## src/rtl/codec_i2s_bridge.sv

```systemverilog
// I2S master bridge: divides clk into bclk/lrck, deserializes 24-bit ADC words, serializes DAC words.
// Optional macro CODEC_LOOPBACK_EN adds a loopback input that retransmits the last captured frame.
module codec_i2s_bridge #(
    parameter int CLK_DIV = 4
) (
    input  logic        clk,
    input  logic        rst,
    input  logic        adc_dat,
    input  logic [23:0] dac_l,
    input  logic [23:0] dac_r,
`ifdef CODEC_LOOPBACK_EN
    input  logic        loopback,
`endif
    output logic        bclk,
    output logic        lrck,
    output logic        dac_dat,
    output logic [23:0] in_l,
    output logic [23:0] in_r,
    output logic        new_sample
);

    localparam int DW = (CLK_DIV > 1) ? $clog2(CLK_DIV) : 1;

    logic [DW-1:0] div_cnt;
    logic [5:0]    slot;
    logic [23:0]   rx_sr;
    logic [23:0]   hold_l;
    logic [23:0]   tx_l;
    logic [23:0]   tx_r;

    logic          tick;
    logic          rise;
    logic          fall;
    logic [5:0]    slot_nx;
    logic [4:0]    k_cur;
    logic [4:0]    k_nx;
    logic [4:0]    bit_idx;
    logic          tx_bit;
    logic [23:0]   src_l;
    logic [23:0]   src_r;

    assign tick    = (div_cnt == DW'(CLK_DIV - 1));
    assign rise    = tick & ~bclk;
    assign fall    = tick & bclk;
    assign slot_nx = slot + 6'd1;
    assign k_cur   = slot[4:0];
    assign k_nx    = slot_nx[4:0];
    assign bit_idx = 5'd24 - k_nx;
    assign lrck    = slot[5];

    // dac_dat is updated on the falling bclk edge with the bit of the slot being entered.
    always_comb begin
        tx_bit = 1'b0;
        if (k_nx >= 5'd1 && k_nx <= 5'd24)
            tx_bit = slot_nx[5] ? tx_r[bit_idx] : tx_l[bit_idx];
    end

    always_comb begin
        src_l = dac_l;
        src_r = dac_r;
`ifdef CODEC_LOOPBACK_EN
        if (loopback) begin
            src_l = in_l;
            src_r = in_r;
        end
`endif
    end

    always_ff @(posedge clk) begin
        if (rst) begin
            div_cnt    <= '0;
            bclk       <= 1'b0;
            slot       <= '0;
            rx_sr      <= '0;
            hold_l     <= '0;
            tx_l       <= '0;
            tx_r       <= '0;
            dac_dat    <= 1'b0;
            in_l       <= '0;
            in_r       <= '0;
            new_sample <= 1'b0;
        end else begin
            new_sample <= 1'b0;
            if (tick) begin
                div_cnt <= '0;
                bclk    <= ~bclk;
            end else begin
                div_cnt <= div_cnt + DW'(1);
            end

            if (rise && k_cur >= 5'd1 && k_cur <= 5'd24)
                rx_sr <= {rx_sr[22:0], adc_dat};

            if (fall) begin
                slot    <= slot_nx;
                dac_dat <= tx_bit;
                // Left word is parked until the right word completes so both update together.
                if (slot == 6'd24)
                    hold_l <= rx_sr;
                if (slot == 6'd56) begin
                    in_l       <= hold_l;
                    in_r       <= rx_sr;
                    new_sample <= 1'b1;
                end
                if (slot == 6'd63) begin
                    tx_l <= src_l;
                    tx_r <= src_r;
                end
            end
        end
    end

endmodule

```

## config.mk

```make
export PLATFORM = sky130hd
export DESIGN_NAME = codec_i2s_bridge
export DESIGN_NICKNAME = d
export VERILOG_FILES = /design/src/rtl/codec_i2s_bridge.sv
export SDC_FILE = /design/constraint.sdc
export NUM_CORES = 1
export LEC_CHECK = 0
export BUFFER_PORTS_ARGS = -buffer_cell sky130_fd_sc_hd__buf_2
export CAP_MARGIN = 30
export CORE_UTILIZATION = 25
export CTS_CLUSTER_DIAMETER = 120
export DETAILED_ROUTE_END_ITERATION = 16
export SLEW_MARGIN = 10
export SYNTH_ARGS = -nofsm -noshare
export SYNTH_HDL_FRONTEND = slang
export SYNTH_SLANG_ARGS = --single-unit
export TNS_END_PERCENT = 10
```

## constraint.sdc

```tcl
create_clock -name clk -period 2.08 [get_ports clk]
set_input_delay 0.416 -clock clk [delete_from_list [all_inputs] [get_ports clk]]
set_output_delay 0.416 -clock clk [all_outputs]
set_load 0.02 [all_outputs]
```

==> results.toml <==
[outcome]
outcome = "finished clean"

[sta]
setup_viol = 0
holdWs_ns = 0.224
fmax_ghz = 0.482
rsz0062_at_grt = "yes"
finalCritPeriodShare = 0.998
worst_pin_slew_ns = 0.632
slew_viol_final = 0
fin_crit_ns = 2.08
hold_violations = 0
finalClockSkew_ns = 0.0140
slew_headroom = 0.579

[synth]
syn_avg_cell_area_sq_um = 8.57
synth_edf_count = 0
ys_ff_latch = 155
synth_area_sq_mm = 0.00613
syn_inst = 715
synthesis.nets = 770
netlist-cell-type-count = 38
synth_top_flop_cell = "dfxtp_1"
synthArstFlopShare = 0
ys_warn_count = 0
ys_seq_area_frac = 0.506

[clock_network]
cts_root_buffer = "clkbuf_16"
clkTransAtPathRegs_ns = 0.07
cts_hold_buf = 0
cts_buffers = 17
cts.sinks = 155
clock_path_buffers = 2
cts_tree = "built"
htree_num_levels = 4
insertion_delay_ns = 0.43

[hold_path]
hold_path.class = "in -> reg"
worstHoldStart = "dac_l[6]"
min_path_cells = 3
holdPathEnd = "tx_l[6]"

[critical_path]
crit_path_cell_trace = "inv_6 > ha_4 > buf_12 > mux4_2 > mux2i_1 > mux2i_1 > a21oi_1 > o41ai_2"
critPathBufInv = 2
r2r_end = "dac_dat"
critPathSlowestCell = "mux4_2"
critical_path_required_ns = 2.39
critical_path_class = "reg -> reg"
r2r-start = "slot[0]"
setup.worst_path.end_class = "flip-flop"
max_stage_delay_ns = 0.47
critPathLaunchType = "flip-flop"
crit_path_max_fanout = 6
reg2reg_depth = 8
cpMostUsedCell = "mux2i_1"
regToRegSetupSlack_ns = 0.005
crit_family = "multiplexers"
arrival_ns = 2.38

[floorplan]
die_h_microns = 159
core-area_sq_mm = 0.0238
pin_count = 103
die_w_microns = 159
rows = 56
die-area_sq_mm = 0.0251
initial_core_util = 0.258

[pwr]
netSwitchingFraction = 0.235
switchingPower_mw = 1.47
vdd_drop_max_mv = 0.360
power_density_mw_per_mm2 = 813
pwr-share-comb = 0.021
pwr-share-seq = 0.477
power_mw = 6.25
intPower_mw = 4.78
total_leakage_power_nw = 3.02
clkPwrFrac = 0.502

[global_route]
gr-usage-all-layers = 0.120
grt_pass1_vias = 4628
grt_pass1_wl_microns = 23300
grt_start_max_net_pins = 97
grt_antenna_before_repair = 0
overflow = 0

[final_layout]
layout_commonest_cell = "nand2_1"
multi_input_area_sq_mm = 0.00274
final_cells = 1141
final_cell_mix = "nand2_1, dfxtp_1, a21oi_1"
final_net_count = 864
syn2layout_area_growth_pct = 25.5
drive_gt1_frac = 0.234
finalCoreUtilization = 0.324
ff_latch_area_sq_mm = 0.00311
design_area_sq_mm = 0.00769
antenna_cells = 0
fillers = 2465

[place]
port_buffers = 102
place_area_sq_mm = 0.00703
gp_congestion = 0.802
hpwl_microns = 9390
placed_cells = 1105

[drt]
dr.pass1.iters = 4
avgRoutedWirePerCell_microns = 12.6
drt-vias-per-instance = 4.37
vias = 4986
drtIter0Drc = 263
routed_wl_microns = 14300
remaining_drc_errors = 0
ant_nets = 0

[flow_run]
drv_cap = 0
==> logic make-up (layout without fill, tap and decap cells) <==
logic type	count (synthesis)	count (layout)	share of synthesized area
xor gates and xnor gates	7	7	0.0131
muxes	44	44	0.102
DFF	155	155	0.506
and+or+nand+nor	313	313	0.207
AOI/OAI and AO/OA	133	133	0.112
buffers and inverters	59	166	0.0513
adders and majority gates	4	4	0.00817
==> power by group through the flow <==
stage | combinational (mW) | clock (mW) | sequential, mW
final | 0.133 | 3.14 | 2.98
after global routing | 0.147 | 3.34 | 2.98
after CTS | 0.135 | 3.23 | 2.98
after detailed placement | 0.133 | 0 | 3.05
after global placement | 0.132 | 0 | 3.05
after floorplan | 0.0598 | 0 | 3.05
==> final cells by class <==
class                      instances  area share
inverter                           3     0.00212
multi-input combinational        501       0.356
tap                              319      0.0519
clock inverter                    14      0.0221
sequential                       155       0.404
timing repair buffer             131       0.106
clock buffer                      18      0.0571
==> worst max-delay path by stage <==
| stage | from | end | slack [ns] | cells past startpoint |
|---|---|---|---|---|
| 5_1_grt | slot[0] | dac_dat | -0.09 | 9 |
| 3_5_place_dp | slot[1] | dac_dat | -0.09 | 6 |
| 3_3_place_gp | slot[1] | dac_dat | -0.03 | 8 |
| 6_report | slot[0] | dac_dat | 0.005 | 8 |
| 4_1_cts | slot[0] | dac_dat | 0.003 | 6 |
| 2_1_floorplan | slot[0] | dac_dat | -0.07 | 8 |
==> worst reg2reg max path, cell delays in order (launching register included) <==
cell     delay (ns)
dfxtp_4        0.37
inv_6          0.04
ha_4           0.32
buf_12         0.12
mux4_2         0.47
mux2i_1        0.23
mux2i_1        0.13
a21oi_1        0.20
o41ai_2        0.10
==> per-layer routing <==
| layer | vias up | GRT usage | wire, microns |
|---|---|---|---|
| met1 | 2279 | 0.152 | 6870 |
| li1 | 2558 | - | - |
| met2 | 129 | 0.192 | 6520 |
| met4 | 0 | 0.0467 | 243 |
| met3 | 20 | 0.0305 | 705 |
| met5 | - | 0 | 0 |
==> synthesized netlist by cell type (2+ instances only) <==
library cell,count,area [sq um]
a21oi_1,126,631
buf_2,14,70.1
buf_4,8,60.1
buf_6,6,67.6
clkbuf_1,28,105
dfxtp_1,155,3100
ha_1,4,50.1
inv_1,2,7.51
mux2i_1,31,310
mux4_1,6,158
mux4_2,7,158
nand2_1,248,931
nand2b_1,4,25.0
nand3_1,4,20.0
nand3_2,2,20.0
nand4_1,2,12.5
nor2_1,34,128
nor3_1,4,20.0
nor3b_1,2,15.0
o21ai_0,3,15.0
or3_1,4,25.0
xnor2_1,4,35.0
xor2_1,2,17.5
==> flip-flops by register name, summed over array words and instances (netlist names) <==
register / flops
bclk: 1
dac_dat: 1
div_cnt: 2
hold_l: 24
in_l: 24
in_r: 24
new_sample: 1
rx_sr: 24
slot: 6
tx_l: 24
tx_r: 24
==> repair_timing <==
item | in CTS | in global routing
setup endpoints to repair | 1 | 1
pin swaps | 3 | 2
resized for setup | 6 | 3
endpoints found under the hold margin | 0 | 0
setup buffers | 4 | 0
==> stage by stage <==
step | setup TNS, ns | worst slack, ns
CTS | 0 | 0.00349
global route | -0.0936 | -0.0936
floorplan | -0.0699 | -0.0699
detailed placement | -0.0856 | -0.0856
finish | 0 | 0.00477
global placement | -0.0257 | -0.0257
Note: power is estimated with default switching activity, not from simulation.
